`config.mk`:
```
export PLATFORM = sky130hd
export DESIGN_NAME = msk_stream_modulator_flat
export DESIGN_NICKNAME = d
export VERILOG_FILES = /design/src/rtl/msk_stream_modulator_pkg.sv /design/src/rtl/msk_stream_modulator_if.sv /design/src/rtl/msk_stream_modulator_sine_lut.sv /design/src/rtl/msk_stream_modulator.sv /design/src/flat_wrapper.sv
export SDC_FILE = /design/constraint.sdc
export NUM_CORES = 1
export LEC_CHECK = 0
export CAP_MARGIN = 10
export CORE_MARGIN = 4
export CORE_UTILIZATION = 55
export CTS_CLUSTER_DIAMETER = 40
export DETAILED_ROUTE_END_ITERATION = 8
export PLACE_DENSITY = 0.87
export SLEW_MARGIN = 20
export SYNTH_ARGS = -nofsm -noshare
export SYNTH_HDL_FRONTEND = slang
export SYNTH_SLANG_ARGS = --single-unit
```
`constraint.sdc`:
```
create_clock -name G_CLK_TX -period 14.7 [get_ports G_CLK_TX]
set_clock_uncertainty 0.1 [all_clocks]
set_input_delay 2.205 -clock G_CLK_TX [delete_from_list [all_inputs] [get_ports G_CLK_TX]]
set_output_delay 2.205 -clock G_CLK_TX [all_outputs]
set_load 0.03 [all_outputs]
```
`src/rtl/msk_stream_modulator_pkg.sv`:
```
// rtl/msk_stream_modulator_pkg.sv - shared types, constants and sine-table generator for the MSK modulator
package msk_pkg;

    typedef enum logic {
        IDLE = 1'b0,
        SEND = 1'b1
    } msk_state_t;

    // pi scaled by 2^30, used by the fixed-point sine series below
    localparam longint MSK_PI_Q30 = 64'sd3373259426;

    function automatic int msk_mid(input int sw);
        return 1 << (sw - 1);
    endfunction

    function automatic int msk_amp(input int sw);
        return (1 << (sw - 1)) - 1;
    endfunction

    // MID + round(AMP * sin(2*pi*i/p)); folded to the first quadrant so the
    // series converges fast and rounding is symmetric about MID
    function automatic int msk_sine(input int i, input int p, input int sw);
        int     half;
        int     j;
        bit     neg;
        longint x;
        longint x2;
        longint term;
        longint acc;
        longint mag;
        half = p / 2;
        j    = i % p;
        neg  = 1'b0;
        if (j >= half) begin
            neg = 1'b1;
            j   = j - half;
        end
        if (2 * j > half) begin
            j = half - j;
        end
        x    = (2 * MSK_PI_Q30 * j) / p;
        x2   = (x * x) >>> 30;
        acc  = x;
        term = x;
        for (int n = 1; n <= 9; n++) begin
            term = -(((term * x2) >>> 30) / ((2 * n) * (2 * n + 1)));
            acc  = acc + term;
        end
        mag = (msk_amp(sw) * acc + (64'sd1 <<< 29)) >>> 30;
        return neg ? msk_mid(sw) - int'(mag) : msk_mid(sw) + int'(mag);
    endfunction

endpackage

```
`src/rtl/msk_stream_modulator_if.sv`:
```
// rtl/msk_stream_modulator_if.sv - word input and sample output handshake bundle
interface msk_stream_modulator_if #(
    parameter int DATA_WIDTH   = 8,
    parameter int SAMPLE_WIDTH = 8
);
    logic                    in_valid;
    logic                    in_ready;
    logic [DATA_WIDTH-1:0]   in_data;
    logic                    out_valid;
    logic [SAMPLE_WIDTH-1:0] out_sample;

    modport master (
        output in_valid,
        output in_data,
        input  in_ready,
        input  out_valid,
        input  out_sample
    );

    modport slave (
        input  in_valid,
        input  in_data,
        output in_ready,
        output out_valid,
        output out_sample
    );
endinterface

```
`src/rtl/msk_stream_modulator_sine_lut.sv`:
```
// rtl/msk_stream_modulator_sine_lut.sv - combinational offset-binary sine table, P = 2*(N-1) entries
module msk_sine_lut
    import msk_pkg::*;
#(
    parameter int SAMPLE_WIDTH    = 8,
    parameter int SAMPLES_PER_BIT = 32
) (
    input  logic [$clog2(2*(SAMPLES_PER_BIT-1))-1:0] idx,
    output logic [SAMPLE_WIDTH-1:0]                  sample
);
    localparam int P = 2 * (SAMPLES_PER_BIT - 1);

    logic [SAMPLE_WIDTH-1:0] lut [P];

    for (genvar g = 0; g < P; g++) begin : g_tab
        assign lut[g] = SAMPLE_WIDTH'(msk_sine(g, P, SAMPLE_WIDTH));
    end

    assign sample = lut[idx];
endmodule

```
`src/rtl/msk_stream_modulator.sv`:
```
// rtl/msk_stream_modulator.sv - streaming continuous-phase MSK modulator, LSB-first, N samples per bit
module msk_stream_modulator
    import msk_pkg::*;
#(
    parameter int DATA_WIDTH      = 8,
    parameter int SAMPLE_WIDTH    = 8,
    parameter int SAMPLES_PER_BIT = 32
) (
    input  logic                    G_CLK_TX,
    input  logic                    reset,
    input  logic                    enable,
    input  logic                    clear,
    msk_stream_modulator_if.slave   strm,
    output logic                    busy,
    output logic                    phase
);
    localparam int N  = SAMPLES_PER_BIT;
    localparam int DW = DATA_WIDTH;
    localparam int SW = SAMPLE_WIDTH;
    localparam int P  = 2 * (N - 1);
    localparam int IW = $clog2(P) + 1;
    localparam int LW = $clog2(P);
    localparam int KW = $clog2(N);
    localparam int BW = $clog2(DW);

    localparam logic [IW-1:0] P_I    = IW'(P);
    localparam logic [IW-1:0] HALF_I = IW'(N - 1);
    localparam logic [SW-1:0] MID_S  = SW'(msk_mid(SW));
    localparam logic [KW-1:0] K_LAST = KW'(N - 1);
    localparam logic [BW-1:0] B_LAST = BW'(DW - 1);

    msk_state_t      state;
    logic [DW-1:0]   shreg;
    logic [KW-1:0]   k;
    logic [BW-1:0]   bit_idx;
    logic            out_valid_r;
    logic [SW-1:0]   out_sample_r;

    logic            bit_end;
    logic            word_end;
    logic [IW-1:0]   k_ext;
    logic [IW-1:0]   dbl;
    logic [IW-1:0]   base;
    logic [IW-1:0]   sum;
    logic [LW-1:0]   lut_idx;
    logic [SW-1:0]   lut_sample;

    assign bit_end       = (k == K_LAST);
    assign word_end      = bit_end && (bit_idx == B_LAST);
    assign strm.in_ready = (state == IDLE) || (state == SEND && word_end);
    assign strm.out_valid  = out_valid_r;
    assign strm.out_sample = out_sample_r;
    assign busy          = (state == SEND);

    // A 1 bit walks half a period, a 0 bit a full period; phase=1 starts half a table later
    always_comb begin
        k_ext = IW'(k);
        dbl   = k_ext << 1;
        if (dbl >= P_I) begin
            dbl = dbl - P_I;
        end
        base = shreg[0] ? k_ext : dbl;
        sum  = base + (phase ? HALF_I : '0);
        if (sum >= P_I) begin
            sum = sum - P_I;
        end
        lut_idx = LW'(sum);
    end

    msk_sine_lut #(
        .SAMPLE_WIDTH    (SW),
        .SAMPLES_PER_BIT (N)
    ) u_lut (
        .idx    (lut_idx),
        .sample (lut_sample)
    );

    always_ff @(posedge G_CLK_TX or negedge reset) begin
        if (!reset) begin
            state        <= IDLE;
            shreg        <= '0;
            k            <= '0;
            bit_idx      <= '0;
            phase        <= 1'b0;
            out_valid_r  <= 1'b0;
            out_sample_r <= MID_S;
        end else if (clear) begin
            state        <= IDLE;
            shreg        <= '0;
            k            <= '0;
            bit_idx      <= '0;
            phase        <= 1'b0;
            out_valid_r  <= 1'b0;
            out_sample_r <= MID_S;
        end else if (enable) begin
            case (state)
                IDLE: begin
                    out_valid_r  <= 1'b0;
                    out_sample_r <= MID_S;
                    if (strm.in_valid) begin
                        shreg   <= strm.in_data;
                        k       <= '0;
                        bit_idx <= '0;
                        state   <= SEND;
                    end
                end
                SEND: begin
                    out_valid_r  <= 1'b1;
                    out_sample_r <= lut_sample;
                    if (bit_end) begin
                        k     <= '0;
                        phase <= phase ^ shreg[0];
                        shreg <= shreg >> 1;
                        if (bit_idx == B_LAST) begin
                            bit_idx <= '0;
                            // in_ready is high here, so in_valid alone means accept
                            if (strm.in_valid) begin
                                shreg <= strm.in_data;
                            end else begin
                                state <= IDLE;
                            end
                        end else begin
                            bit_idx <= bit_idx + 1'b1;
                        end
                    end else begin
                        k <= k + 1'b1;
                    end
                end
                default: state <= IDLE;
            endcase
        end
    end
endmodule

```
`src/flat_wrapper.sv`:
```
// flat-port wrapper written by rule: the top's interface ports become plain ports
module msk_stream_modulator_flat import msk_pkg::*;
#(
    parameter int DATA_WIDTH      = 8,
    parameter int SAMPLE_WIDTH    = 8,
    parameter int SAMPLES_PER_BIT = 32
)
  (G_CLK_TX, reset, enable, clear, busy, phase, strm_in_valid, strm_in_data, strm_in_ready, strm_out_valid, strm_out_sample);
  msk_stream_modulator_if #(.DATA_WIDTH(DATA_WIDTH), .SAMPLE_WIDTH(SAMPLE_WIDTH)) strm_i ();
  input  logic G_CLK_TX;
  input  logic reset;
  input  logic enable;
  input  logic clear;
  output logic busy;
  output logic phase;
  input wire logic [$bits(strm_i.in_valid)-1:0] strm_in_valid;
  input wire logic [$bits(strm_i.in_data)-1:0] strm_in_data;
  output wire logic [$bits(strm_i.in_ready)-1:0] strm_in_ready;
  output wire logic [$bits(strm_i.out_valid)-1:0] strm_out_valid;
  output wire logic [$bits(strm_i.out_sample)-1:0] strm_out_sample;
  assign strm_i.in_valid = strm_in_valid;
  assign strm_i.in_data = strm_in_data;
  assign strm_in_ready = strm_i.in_ready;
  assign strm_out_valid = strm_i.out_valid;
  assign strm_out_sample = strm_i.out_sample;
  msk_stream_modulator #(.DATA_WIDTH(DATA_WIDTH), .SAMPLE_WIDTH(SAMPLE_WIDTH), .SAMPLES_PER_BIT(SAMPLES_PER_BIT)) u_core (.G_CLK_TX(G_CLK_TX), .reset(reset), .enable(enable), .clear(clear), .strm(strm_i), .busy(busy), .phase(phase));
endmodule
```
==> metrics.md <==
| Metric | Value |
|---|---|
| Status | `finished, final reports clean` |
| Setup ws final | `~8.3 ns` |
| PD cells | `49.8 mW/mm^2` |
| Leak Pwr | `1.39 nW` |
| Clock buffer count from CTS | `3` |
| Pre-CTS setup slack | `8.45 ns` |
| R2R depth | `21` |
| VDD IR max | `0.0737 mV` |
| Cell variety after synth | `77` |
| Hold Slack | `about 0.38 ns` |
| Clock root buffer | `clkbuf_8` |
| Synth top area cells | `dfrtp_1, ha_1, nand2_1` |
| FFs w/ async S/R, synth | `100%` |
| Total congestion overflow | `0` |
| Ports | `25` |
| RePlAce Congestion | `0.977` |
| Primary FF master, synth | `dfrtp_1` |
| Ys Warns | `0` |
| Fin util | `62.1%` |
| Core ar. | `0.00514 sq mm` |
| Detailed Route WL | `7460 microns` |
| Die Area | `roughly 0.0065 sq mm` |
| First-pass GRT wire length | `12700 microns` |
| Tcrit/Tclk final | `between 40% and 50%` |
| Final Hold Vio Count | `0` |
| # Max-Cap Violations | `0` |
| Area growth syn-to-layout | `9.48%` |
| Peak Freq | `157 MHz` |
| Vias per inst | `6.75` |
| H-tree levels | `1` |
| Reg2Reg Setup Slack | `roughly 8.3 ns` |
| Crit end category | `register` |
| Worst-Skew Late Latency | `0.28 ns` |
| Final ANT Viol Nets | `0` |
| Initial antenna violation count | `0` |
| Fin crit period | `6.35 ns` |
| Crit path from | `u_core.k[0]$_DFFE_PN0P_` |
| Slew @ Worst Pin | `0.916 ns` |
| Hold Path Class | `register to register` |
| Post-synth EDFFs | `0` |
| Reg-to-reg startpoint | `u_core.k[0]$_DFFE_PN0P_` |
| GRT Util Overall | `between 20% and 30%` |
| Post-Syn Area | `between 0.002 and 0.003 sq mm` |
| Worst Setup Start Kind | `register` |
| Fillers | `445` |
| Final Slew Violations | `0` |
| WS Path Type | `register to register` |
| Post-CTS Setup Inserts | `0` |
| Clk slew on worst S/H paths | `0.09 ns` |
| 1st-iter DRT viols | `349` |
| Reg2reg end | `u_core.strm.out_sample[0]$_DFFE_PN0P_` |
| Synth area leader | `dfrtp_1` |
| RSZ-0062 raised after global routing | `no` |
| Post-CTS Hold Fix Bufs | `0` |
| HPWL Detailed | `5460 microns` |
| Sequential share of the synthesized area | `roughly 23%` |
| Rel. slew slack | `between 30% and 40%` |
| Clock Sinks | `27` |
| Initial Util | `56.8%` |
| Post-CTS Resized | `0` |
| Pin count of the biggest net entering global routing | `28` |
| Seq cells post-synth | `27` |
| Die width | `80.8 microns` |
| Overall Power | `0.159 mW` |
| Die Y-Extent | `80.8 microns` |
| Syn Inst Count | `roughly 340` |
| CP Capture Point | `u_core.strm.out_sample[0]$_DFFE_PN0P_` |
| Residual DRC | `0` |
| Nets | `between 300 and 400` |
| Largest fanout on the critical path | `12` |
| Syn Area/Cell | `8.48 sq um` |
| Pre-antenna DRT Iters | `5` |
| Net Count, Synth | `379` |
| Final setup vio count | `0` |
| Area share of the largest cell type after synthesis | `between 20 and 25%` |
| Setup_tns | `0 ns` |
| Vias | `2863` |
| CP Data Required Time | `approximately 15 ns` |
| Number of global-route vias before repair | `2646` |
| CTS Buffer Depth | `2` |
| CTS tree | `built` |
| Ant. Diodes | `0` |
| Routed wire per std cell | `about 18 microns` |
| Arrival time worst endpoint | `6.45 ns` |
| Cell Rows | `26` |
| Quantity of I/O buffers inserted on ports | `24` |
| Hold Startpoint | `u_core.strm.out_valid$_DFFE_PN0P_` |
| Layout cell share with drive strength beyond 1 | `11.0%` |
## cell usage in the layout (no fill, tap or decap), drive strengths merged, types with 3 or more instances in the layout
master and instances:
nand3 11, o211ai 7, nor4 3, xor2 4
a21boi 3, o211a 3, or2 4, and2 3
buf 4, o311ai 4, o21ai 19, a31oi 5
o2111ai 3, nand2 50, and3 5, dfrtp 26
o221ai 4, a21o 9, ha 21, inv 12
a311oi 3, o41ai 3, mux2i 16, nand2b 4
a211oi 9, nor2 13, o31a 3, clkdlybuf4s50 24
o31ai 9, clkbuf 3, nor3 9, a21oi 21
a211o 6
## power breakdown
part | internal, mW | switching [mW] | total, mW
clock network | 0.0193 | 0.0244 | 0.0437
logic | 0.0137 | 0.0204 | 0.0341
registers | 0.0777 | 0.00364 | 0.0813
total | 0.111 | 0.0485 | 0.159
## kinds of logic after synthesis
logic type | count (synthesis) | share of synthesized area, %
AO/OA/AOI/OAI | 131 | 34.9
XOR/XNOR | 4 | 1.46
adder cells (fa/ha/maj) | 22 | 9.69
buffers and inverters | 34 | 6.35
flip-flops | 27 | 23.2
multiplexers | 17 | 5.87
AND/OR/NAND/NOR | 109 | 18.5
## worst min-delay path by stage
stage / cells past startpoint / slack [ns] / endpoint
global route: 2 / 0.42 / u_core.shreg[4]$_DFFE_PN0P_
finish: 2 / 0.38 / u_core.strm.out_valid$_DFFE_PN0P_
detailed placement: 2 / 0.36 / u_core.strm.out_valid$_DFFE_PN0P_
CTS: 2 / 0.39 / u_core.strm.out_valid$_DFFE_PN0P_
global placement: 2 / 0.36 / u_core.shreg[7]$_DFFE_PN0P_
floorplan: 2 / 0.34 / u_core.shreg[7]$_DFFE_PN0P_
## per-layer routing
metal | GRT usage (%) | vias up | routed length, microns
met4 | 8.61 | 0 | 221
met2 | 39.5 | 183 | 3480
met3 | 2.66 | 33 | 576
met5 | 0 | - | 0
li1 | - | 1341 | -
met1 | 32.7 | 1306 | 3180
## per-stage QoR
stage,cells,area (sq um)
2_1_floorplan,344,2920
3_3_place_gp,420,3140
3_5_place_dp,420,3140
4_1_cts,424,3180
5_1_grt,424,3190
6_report,424,3190
## critical path: stages (launching register included)
cell	delay, ns
dfrtp_1	0.47
ha_1	0.31
and3_4	0.22
ha_1	0.29
a41oi_1	0.42
xor2_1	0.19
o21ai_0	0.16
fa_1	0.51
xor2_2	0.31
ha_1	0.31
a31o_2	0.16
nand4_1	0.18
a211o_1	0.43
a211oi_4	0.52
ha_1	0.38
nor2_1	0.12
o211a_1	0.12
a311oi_1	0.19
o221ai_1	0.15
mux2_2	0.28
a221o_1	0.30
a22oi_1	0.14
## area by class of cell
class / count / area, sq um / share of cell area [%]
clock buffer: 3 / 41.3 / 1.29
clock inverter: 1 / 7.51 / 0.235
inverter: 12 / 45.0 / 1.41
multi-input combinational: 283 / 2070 / 64.7
sequential: 27 / 677 / 21.2
tap: 70 / 87.6 / 2.74
timing repair buffer: 28 / 270 / 8.46
## cells in the mapped netlist, drive strengths merged (5+ instances only)
cell type,count
a31oi,5
a21o,9
o21ai,19
nand2,50
a211o,6
a211oi,9
mux2i,16
nor2,13
inv,12
a21oi,21
o211ai,7
buf,16
o31ai,9
clkbuf,6
ha,21
nand3,11
and3,5
dfrtp,26
nor3,9
## sequential cells by signal, summed over array words and instances (netlist names)
name,count
u_core.shreg,8
u_core.busy,1
u_core.k,5
u_core.bit_idx,3
u_core.strm.out_sample,8
u_core.phase,1
u_core.strm.out_valid,1
(Power assumes the default switching activity.)
